`src/rtl/pipelined_control_unit.sv`:
```
// LEGv8 main decoder for a 5-stage pipeline: decodes the ID opcode and carries
// the control bits through the ID/EX, EX/MEM and MEM/WB control registers.
package pipelined_control_unit_pkg;

    localparam logic [1:0] ALUOP_ADD   = 2'b00;
    localparam logic [1:0] ALUOP_PASSB = 2'b01;
    localparam logic [1:0] ALUOP_RTYPE = 2'b10;
    localparam logic [1:0] ALUOP_IMM   = 2'b11;

    typedef struct packed {
        logic       alusrc;
        logic [1:0] aluop;
    } ex_ctrl_t;

    typedef struct packed {
        logic read;
        logic write;
        logic branch;
        logic uncond;
        logic bnz;
    } mem_ctrl_t;

    typedef struct packed {
        logic regwrite;
        logic memtoreg;
    } wb_ctrl_t;

    typedef struct packed {
        ex_ctrl_t  ex;
        mem_ctrl_t mem;
        wb_ctrl_t  wb;
    } id_ex_t;

    typedef struct packed {
        mem_ctrl_t mem;
        wb_ctrl_t  wb;
    } ex_mem_t;

endpackage

module pipelined_control_unit
    import pipelined_control_unit_pkg::*;
#(
    parameter int unsigned OPCODE_W   = 11,
    parameter bit          ENABLE_IMM = 1'b1,
    parameter int unsigned ILL_CNT_W  = 8
) (
    input  logic                 clk,
    input  logic                 reset,
    input  logic [OPCODE_W-1:0]  opcode,
    input  logic                 id_valid,
    input  logic                 stall,
    input  logic                 flush,
    output logic                 reg2loc,
    output logic                 ex_alusrc,
    output logic [1:0]           ex_aluop,
    output logic                 mem_read,
    output logic                 mem_write,
    output logic                 mem_branch,
    output logic                 mem_uncond,
    output logic                 mem_bnz,
    output logic                 wb_regwrite,
    output logic                 wb_memtoreg,
    output logic                 illegal,
    output logic [ILL_CNT_W-1:0] ill_count
);

    localparam int unsigned DEC_W = 11;

    logic [DEC_W-1:0]     op_c;
    id_ex_t               dec_c;
    logic                 reg2loc_c;
    logic                 ill_c;
    logic                 ill_event_c;

    id_ex_t               id_ex_d,  id_ex_q;
    ex_mem_t              ex_mem_d, ex_mem_q;
    wb_ctrl_t             mem_wb_d, mem_wb_q;
    logic                 illegal_d, illegal_q;
    logic [ILL_CNT_W-1:0] ill_count_d, ill_count_q;

    assign op_c = opcode[OPCODE_W-1 -: DEC_W];

    // Opcode decode; an empty IF/ID slot decodes as a bubble.
    always_comb begin
        dec_c     = '0;
        reg2loc_c = 1'b0;
        ill_c     = 1'b0;
        casez (op_c)
            11'b11111000010: begin
                reg2loc_c       = 1'b1;
                dec_c.ex.alusrc = 1'b1;
                dec_c.ex.aluop  = ALUOP_ADD;
                dec_c.mem.read  = 1'b1;
                dec_c.wb        = '{regwrite: 1'b1, memtoreg: 1'b1};
            end
            11'b11111000000: begin
                reg2loc_c       = 1'b1;
                dec_c.ex.alusrc = 1'b1;
                dec_c.ex.aluop  = ALUOP_ADD;
                dec_c.mem.write = 1'b1;
            end
            11'b1??0101?000: begin
                dec_c.ex.aluop     = ALUOP_RTYPE;
                dec_c.wb.regwrite  = 1'b1;
            end
            11'b10110100???,
            11'b10110101???: begin
                reg2loc_c        = 1'b1;
                dec_c.ex.aluop   = ALUOP_PASSB;
                dec_c.mem.branch = 1'b1;
                dec_c.mem.bnz    = op_c[3];
            end
            11'b000101?????: begin
                dec_c.mem.uncond = 1'b1;
            end
            11'b1001000100?,
            11'b1101000100?: begin
                if (ENABLE_IMM) begin
                    dec_c.ex.alusrc   = 1'b1;
                    dec_c.ex.aluop    = ALUOP_IMM;
                    dec_c.wb.regwrite = 1'b1;
                end else begin
                    ill_c = 1'b1;
                end
            end
            default: ill_c = 1'b1;
        endcase
        if (!id_valid) begin
            dec_c     = '0;
            reg2loc_c = 1'b0;
            ill_c     = 1'b0;
        end
    end

    // Flush kills both younger stages; a stall only bubbles ID/EX.
    always_comb begin
        ill_event_c = ill_c & ~stall & ~flush;
        id_ex_d     = (flush || stall) ? id_ex_t'('0) : dec_c;
        ex_mem_d    = flush ? ex_mem_t'('0) : '{mem: id_ex_q.mem, wb: id_ex_q.wb};
        mem_wb_d    = ex_mem_q.wb;
        illegal_d   = illegal_q | ill_event_c;
        ill_count_d = ill_count_q;
        if (ill_event_c && (ill_count_q != {ILL_CNT_W{1'b1}})) begin
            ill_count_d = ill_count_q + ILL_CNT_W'(1);
        end
    end

    always_ff @(posedge clk) begin
        if (reset) begin
            id_ex_q     <= '0;
            ex_mem_q    <= '0;
            mem_wb_q    <= '0;
            illegal_q   <= 1'b0;
            ill_count_q <= '0;
        end else begin
            id_ex_q     <= id_ex_d;
            ex_mem_q    <= ex_mem_d;
            mem_wb_q    <= mem_wb_d;
            illegal_q   <= illegal_d;
            ill_count_q <= ill_count_d;
        end
    end

    assign reg2loc     = reg2loc_c;
    assign ex_alusrc   = id_ex_q.ex.alusrc;
    assign ex_aluop    = id_ex_q.ex.aluop;
    assign mem_read    = ex_mem_q.mem.read;
    assign mem_write   = ex_mem_q.mem.write;
    assign mem_branch  = ex_mem_q.mem.branch;
    assign mem_uncond  = ex_mem_q.mem.uncond;
    assign mem_bnz     = ex_mem_q.mem.bnz;
    assign wb_regwrite = mem_wb_q.regwrite;
    assign wb_memtoreg = mem_wb_q.memtoreg;
    assign illegal     = illegal_q;
    assign ill_count   = ill_count_q;

endmodule

```
`config.mk`:
```
export PLATFORM = sky130hd
export DESIGN_NAME = pipelined_control_unit
export DESIGN_NICKNAME = d
export VERILOG_FILES = /design/src/rtl/pipelined_control_unit.sv
export SDC_FILE = /design/constraint.sdc
export NUM_CORES = 1
export LEC_CHECK = 0
export CAP_MARGIN = 20
export CORE_UTILIZATION = 44
export CTS_CLUSTER_SIZE = 12
export DETAILED_ROUTE_END_ITERATION = 12
export PLACE_DENSITY = 0.78
export SETUP_SLACK_MARGIN = 0.2
export SLEW_MARGIN = 40
export SYNTH_ARGS = -nofsm -noshare
export SYNTH_HDL_FRONTEND = slang
export SYNTH_SLANG_ARGS = --single-unit
```
`constraint.sdc`:
```
create_clock -name clk -period 2.13 [get_ports clk]
set_input_delay 0.213 -clock clk [delete_from_list [all_inputs] [get_ports clk]]
set_output_delay 0.213 -clock clk [all_outputs]
set_load 0.01 [all_outputs]
```
; ---- After elaboration in Yosys (flattened, before gate mapping)
; Cells that the tools add are included.
[classes]
n_addsub = 1
n_eq_ne = 9
muxes = 11
bitwise = 7
n_reduce_logical = 11
[ops]
columns = op, n
row1 = $eq 8x8->1 const B, 3
row2 = $eq 11x11->1 const B, 2
row3 = $eq 10x10->1 const B, 2
row4 = $reduce_or 4->1, 4
row5 = $mux 1, 10
row6 = $add 8x1->8 const B, 1
row7 = $ne 8x8->1 const B, 1
row8 = $reduce_or 8->1, 1
row9 = $eq 6x3->1 const B, 1
row10 = $pmux 2 s3, 1
row11 = $reduce_or 2->1, 3
row12 = $not 1->1, 4
row13 = $reduce_or 3->1, 1
row14 = $and 1x1->1, 2
row15 = $logic_and 1x1->1, 1
row16 = $logic_or 1x1->1, 1
row17 = $or 1x1->1, 1
[word_totals]
register_bits = 26
in_bits = 16
out_inout_bits = 20
wordCells = 57

; ---- Longest topological paths before layout
; Gate-level depths: netlist of the first run.
[logic_depth]
depth_word = 7
mapped_depth = 7
depth_no_buf = 6

; ---- Worst setup path after synthesis of the first run
; No wires, ideal clock.
[synth_path]
path_kind = in2reg
from = in opcode[6]
to = reg ill_count_q[0] (netlist: ill_count[0])
setup_time_ps = 121
arrival_ps = 1485
required_time_ps = 2009
setup_slack_ps = 524
stages = 7
path_buffers = 1
path_cell_list = or3b_1 nor4b_2 nor3_1 nand3_2 buf_6 nor2_1 mux2_4
[synth_via]
elab_chain_cells = 7
word_cells_on_any_way = 14
cone_classes = eq/ne: 8 / mux: 2 / bitwise: 2 / reduce/logical: 2
[synth_rtl]
columns = item, line_no
row1 = start: declaration, 50  ; input logic [OPCODE_W-1:0] opcode,
row2 = "$eq 11x11->1, or another cell as far along", 89  ; casez (op_c)
row3 = $reduce_or 8->1 (no line) (*), n/a
row4 = $mux 1 (*), n/a
row5 = $mux 1 (*), 129  ; if (!id_valid) begin
row6 = $and 1x1->1 (*) (2 in series), 138  ; ill_event_c = ill_c & ~stall & ~flush;
row7 = $logic_and 1x1->1 (*), 144  ; if (ill_event_c && (ill_count_q != {ILL_CNT_W{1'b1}})) begin
row8 = end signal: assignment, 161  ; ill_count_q <= ill_count_d;
row9 = end: declaration, 80  ; logic [ILL_CNT_W-1:0] ill_count_d, ill_count_q;
; Mark *: on every way between the ends. The rest lies on a longest branch, timed or not.
; A chain may end at the register's enable or synchronous reset.

; ---- Final worst setup path of the first run
[layout_path]
from = in opcode[4]
to = reg ill_count_q[6] (netlist: ill_count[6])
[layout_via]
elab_chain_cells = 7
word_cells_on_any_way = 13
cone_classes = eq/ne: 7 / mux: 2 / bitwise: 2 / reduce/logical: 2
[layout_rtl]
columns = item, line_no
row1 = "$eq 11x11->1, or another cell as far along", 89
row2 = $reduce_or 8->1 (no line) (*), n/a
row3 = $mux 1 (*), n/a
row4 = $mux 1 (*), 129
row5 = $and 1x1->1 (*) (2 in series), 138
row6 = $logic_and 1x1->1 (*), 144
; Marked as above.

==> results of run 1 <==
per-stage QoR:
| step | instances | TNS [ns] | util (%) |
|---|---|---|---|
| 2_1_floorplan | 113 | 0 | - |
| 3_3_place_gp | 180 | -0.1900 | 65.93 |
| 3_5_place_dp | 180 | -0.6775 | 65.93 |
| 4_1_cts | 184 | 0 | 68.42 |
| 5_1_grt | 184 | 0 | 69.20 |
| 6_report | 184 | 0 | 69.20 |
flip-flops by register name, summed over array words and instances, names as in the netlist:
register     cells
wb_memtoreg      1
mem_bnz          1
mem_write        1
mem_branch       1
ex_alusrc        1
id_ex_q          6
ex_mem_q         2
ex_aluop         2
ill_count        8
mem_uncond       1
illegal          1
wb_regwrite      1
path summary, 6_finish.rpt:
check	start	cells after the start	to	slack (ns)
hold / removal	opcode[6]	5	id_ex_q[4]$_SDFF_PP0_	0.43
setup / recovery	opcode[4]	7	ill_count[6]$_SDFFE_PP0P_	0.30
hold reg to reg	id_ex_q[2]$_SDFF_PP0_	1	mem_bnz$_SDFF_PP0_	0.44
setup reg to reg	ill_count[0]$_SDFFE_PP0P_	5	ill_count[0]$_SDFFE_PP0P_	0.43
worst max-delay path: stages:
cell and delay [ns]:
clkdlybuf4s50_1 0.54, nor2b_4 0.05, and4b_1 0.20, o21ai_2 0.17, nand3_2 0.16, or4_2 0.58, o211a_1 0.16
cell usage after synthesis, types with 2 or more instances:
cell type	n
dfxtp_1	26
nor2_1	12
nand2_1	9
and2_1	8
nor2b_1	7
a21oi_1	4
inv_1	4
nand3_1	4
nor3_1	4
nor4_1	4
buf_4	2
mux2_2	2
nand2b_1	2
logic make-up (layout without fill, tap and decap cells):
kind of cell               count (synthesis)  count (layout)  synth area share (%)
AOI/OAI and AO/OA                         10              10                 6.075
adders and majority gates                  1               1                 1.168
buffers and inverters                      8              51                 4.204
DFF                                       26              26                 48.60
muxes                                      5               5                 5.490
and+or+nand+nor                           63              63                 34.46
routing by layer:
metal,part of all wire [%],GRT usage [%],vias to the layer above
met4,2.7,11.26,0
li1,-,-,477
met3,5.4,2.083,9
met1,42,24.00,432
met2,49,34.43,49
met5,0,0,-
cells in the final DEF, fill, tap and decap left out, types with 2 or more instances in the layout:
master and instances:
dfxtp_1 26, clkdlybuf4s50_1 32, nor3_1 4, dlymetal6s2s_1 2
nand2b_1 2, a21oi_1 4, clkbuf_4 3, buf_4 8
nand3_1 4, and2_1 8, nor2b_1 7, nand2_1 9
nor2_1 11, mux2_2 2, inv_1 4, nor4_1 3
power groups by stage:
stage               sequential, mW  combinational (mW)  clock [mW]
detailed placement           0.502              0.0778           0
global placement             0.501              0.0751           0
finish                       0.491              0.0801       0.340
CTS                          0.491              0.0789       0.337
global route                 0.492              0.0859       0.359
floorplan                    0.502              0.0259           0
what timing repair did:
action,CTS,global route
endpoints found under the setup margin,2,4
pin swaps,0,1
gates resized for setup,5,5
final cells by class:
class	instances	area, µm²	share of cell area [%]
repair buffers	43	416.7	26.70
clock buffers	3	22.52	1.443
clock inverters	1	30.03	1.925
multi-input cells	79	520.5	33.36
well taps	28	35.03	2.245
inverters	4	15.01	0.9623
flip-flops and latches	26	520.5	33.36
==> impl_metrics.csv, run 1 <==
group,metric,value,unit
status,outcome,"completed",
power,comb_power_share,8.8,%
sta,rsz0062_at_grt,"false",
setup_path,critPathLaunchType,"input pin",
cts,clk_pin_slew,0.14,ns
routing,via_count,967,
setup_path,arrival,2.07,ns
cts,root_buffer,"clkbuf_4",
cts,numClockSinks,26,
worst_hold_path,hold_path_class,"input pin to flop",
cts,holdBufCountCts,0,
logic_synthesis,ys_seq_elements,26,
sta,clock_skew,0.008378,ns
sta,relSlewSlack,72.84,%
finish,n_fill_cell,184,
logic_synthesis,async_reset_ff_share,0,%
cts,clock_latency,0.33,ns
logic_synthesis,yosysWarnings,0,
die,die_h,51.34,µm
global_routing,grt_max_degree,16,
die,start_util,47.50,%
logic_synthesis,syn_nets,130,
power,powerDensity,584.0,mW/mm²
logic_synthesis,syn_avg_cell_area,9.478,µm²
routing,wl_per_cell,12.80,µm
cts,cts_setup_buffers,0,
placement,portBuffers,35,
finish,drive_gt1_share,16.67,%
global_routing,grt_pass1_wl,3850,µm
logic_synthesis,synth_top_area_share,48.60,%
setup_path,cp-end-kind,"flop",
cts,cts_tree,"yes",
placement,pre_cts_ws,-0.1471,ns
power,p_total,0.9112,mW
routing,drt_iter0_markers,35,
logic_synthesis,synth_edf_count,0,
logic_synthesis,synth_seq_area_share,48.60,%
sta,fin_crit,1.826,ns
routing,drt_pass1_iterations,4,
logic_synthesis,synth_cell_type_count,38,
die,design.die.area,0.002635,mm²
power,switching_power,0.1856,mW
finish,antenna_cells,0,
placement,dpl.hpwl,1832,µm
cts,clockBufferDepth,2,
finish,final_area,0.001560,mm²
logic_synthesis,yosys_most_used_dff,"dfxtp_1",
power,internal_power,0.7256,mW
routing,detail_route.vias_per_cell,5.255,
cts,cts_made_buffers,3,
routing,totalWireLength,2355,µm
logic_synthesis,synth.largest_area_cell,"dfxtp_1",
sta,maxSlewViolCount,0,
sta,fmax,547.7,MHz
sta,fin_ws,0.3041,ns
setup_path,critPathKind,"input pin to flop",
routing,drtAntennaViolNets,0,
power,cellLeakagePower,0.6114,nW
job,drv_cap,0,
placement,globalplace.congestion,0.8111,
power,p_seq_share,53.9,%
placement,placed_area,0.001486,mm²
logic_synthesis,synthTopCellsByArea,"dfxtp_1, and2_1, nor2_1, nor2b_1, nand2_1",
power,switching_share,20.36,%
routing,drc,0,
logic_synthesis,synth.cell_area,0.001071,mm²
logic_synthesis,syn_inst,113,
sta,finalSetupViolCount,0,
power,irDropWorstVdd,0.4781,mV
power,clock_power_share,37.3,%
finish,area_growth,45.68,%
die,io_pins,36,
sta,whs,0.4256,ns
sta,fin_crit_sh,85.72,%
die,fp-row-count,17,
global_routing,antenna_found_initial,0,
cts,h-tree-depth,1,
die,core_area,0.002255,mm²
sta,hold_viol,0,
sta,worstMarginPinSlew,0.4059,ns
setup_path,required,2.37,ns
finish,finalNetCount,174,
global_routing,grt_pass1_vias,914,
global_routing,grt_overflow_total,0,
global_routing,grtUsageTotal,19.99,%
setup_path,critPathMaxFanout,7,
die,die_x,51.34,µm
Note: power is estimated with default switching activity, not from simulation.
==> run 2, diff against run 1 <==
CTS_BUF_LIST = sky130_fd_sc_hd__clkbuf_4 sky130_fd_sc_hd__clkbuf_8 sky130_fd_sc_hd__clkbuf_16   (was default)
SLEW_MARGIN = default   (was 40)
==> results of run 2 <==
Final layout, timing and power as in run 1 (identical DEF).
==> run 3, diff against run 2 <==
CORE_UTILIZATION = 40   (was 44)
PLACE_DENSITY = 0.74   (was 0.78)
SLEW_MARGIN = 15   (was default)
clock period = 1.6 ns   (was 2.13 ns; I/O delays follow)
==> run 3 against run 2 <==
Against the previous run:
- critical endpoint is now ill_count[4]$_SDFFE_PP0P_
- largest power group unchanged
- hold slack lost 0.23 ns
- final area is 20% higher
- via count is 14% higher
- final cell count increased by 14%
- highest routed layer unchanged
- clock-buffer cell count is 1 higher
- register-to-register slack lost 0.36 ns
- first-iteration DRC count did not move
- utilization increased by 5.5 points
==> impl_metrics.csv, run 3 (synthesis gave the netlist of run 1 again) <==
group,metric,value,unit
placement,place_inst,189,
die,die_x,53.75,µm
routing,wl_per_cell,16.42,µm
cts,root_buffer,"clkbuf_4",
sta,relSlewSlack,74.17,%
cts,cts_made_buffers,3,
sta,fin_ws,0.06905,ns
cts,numClockSinks,26,
die,die_h,53.75,µm
setup_path,slowest_stage,"dfxtp_2",
cts,h-tree-depth,1,
sta,clock_skew,0.001394,ns
sta,rsz0062_at_grt,"true",
placement,pre_cts_ws,-0.5273,ns
cts,holdBufCountCts,0,
setup_path,crit_chain,"buf_6 > nand4_1 > nor2_4 > nor3_2 > mux2_1",
die,core_area,0.002500,mm²
setup_path,timing.critical_path.buf_inv,1,
power,clock_power_share,29.9,%
status,outcome,"completed",
power,internal_power,0.8641,mW
global_routing,grt_pass1_wl,4850,µm
finish,finalNetCount,197,
routing,via_count,1104,
power,p_seq_share,57.5,%
finish,final_cell_mix,"buf_4, dfxtp_1, dlygate4sd2_1",
job,drv_cap,0,
routing,drc,0,
setup_path,cp-end-kind,"flop",
die,design.die.area,0.002889,mm²
finish,area_growth,74.42,%
sta,maxSlewViolCount,0,
finish,final_common_cell,"buf_4",
sta,fin_crit,1.531,ns
power,powerDensity,606.3,mW/mm²
power,switching_share,23.71,%
finish,drive_gt1_share,43.02,%
cts,clockBufferDepth,2,
global_routing,grtUsageTotal,24.31,%
power,switching_power,0.2685,mW
finish,largest_reg_flops,8,
setup_path,required,1.84,ns
worst_hold_path,hold_path_class,"input pin to flop",
sta,whs,0.1915,ns
cts,clk_pin_slew,0.14,ns
finish,instances_no_fill,209,
finish,final_area,0.001868,mm²
power,cellLeakagePower,0.9618,nW
sta,fin_crit_sh,95.68,%
cts,clock_latency,0.33,ns
global_routing,antenna_found_initial,0,
sta,worstMarginPinSlew,0.3866,ns
placement,placed_area,0.001550,mm²
die,fp-row-count,18,
cts,cts_tree,"yes",
setup_path,critPathMaxFanout,6,
sta,hold_viol,0,
setup_path,critPathKind,"flop to flop",
setup_path,critPathTopFamily,"simple AND/OR/NAND/NOR gates",
sta,fmax,653.2,MHz
placement,globalplace.congestion,0.7854,
setup_path,cpPeakStageDelay,0.38,ns
routing,drtAntennaViolNets,0,
global_routing,grt_max_degree,15,
die,start_util,42.84,%
placement,portBuffers,35,
routing,drt_pass1_iterations,4,
sta,finalSetupViolCount,0,
finish,antenna_cells,0,
power,comb_power_share,12.6,%
global_routing,grt_pass1_vias,1028,
routing,detail_route.vias_per_cell,5.282,
routing,drt_iter0_markers,35,
routing,totalWireLength,3431,µm
die,io_pins,36,
setup_path,arrival,1.77,ns
power,irDropWorstVdd,0.4487,mV
setup_path,critPathLaunchType,"flop",
global_routing,grt_overflow_total,0,
## run 3: final cells by class
class	count	area, µm²
Clock buffer	4	36.28
Tap cell	30	37.54
Inverter	4	15.01
Sequential cell	26	533.0
Multi-Input combinational cell	79	655.6
Timing Repair Buffer	66	590.6
Fill cell	163	631.9
## run 3: metrics by stage
step	TNS (ns)	power [mW]	util, %
after floorplan	0	0.7049	-
after global placement	-4.391	0.7782	62.01
after detailed placement	-4.752	0.7814	62.01
after CTS	0	1.121	69.97
after global routing	-0.009043	1.174	74.72
final	0	1.133	74.72
## run 3: metal layers
| layer | global-route usage [%] | routed length, µm | vias up |
|---|---|---|---|
| met3 | 4.237 | 161 | 9 |
| met2 | 43.42 | 1893 | 49 |
| li1 | - | - | 519 |
| met4 | 12.72 | 93 | 0 |
| met5 | 0 | 0 | - |
| met1 | 27.09 | 1282 | 527 |
## run 3: timing repair
item                                    CTS  global route
pin swaps                                13            15
buffers inserted                          8             8
resized for setup                        80            18
endpoints found under the setup margin   18            20
## run 3: power by group through the flow
stage	clock, mW	sequential [mW]	combinational (mW)
after global routing	0.372	0.652	0.150
after global placement	0	0.667	0.112
after detailed placement	0	0.667	0.115
after floorplan	0	0.669	0.0359
final	0.339	0.651	0.142
after CTS	0.339	0.651	0.131
## run 3: final timing paths
check,cells after the start,slack (ns),end,startpoint
worst max-delay path,5,0.07,ill_count[4]$_SDFFE_PP0P_,ill_count[3]$_SDFFE_PP0P_
worst min-delay path,2,0.19,id_ex_q[2]$_SDFF_PP0_,opcode[3]
worst max register to register,5,0.07,ill_count[4]$_SDFFE_PP0P_,ill_count[3]$_SDFFE_PP0P_
worst min register to register,1,0.44,mem_write$_SDFF_PP0_,id_ex_q[5]$_SDFF_PP0_
## run 3: worst register-to-register path, stage by stage (launching register included)
cell	delay, ns
dfxtp_2	0.38
buf_6	0.10
nand4_1	0.23
nor2_4	0.33
nor3_2	0.09
mux2_1	0.31
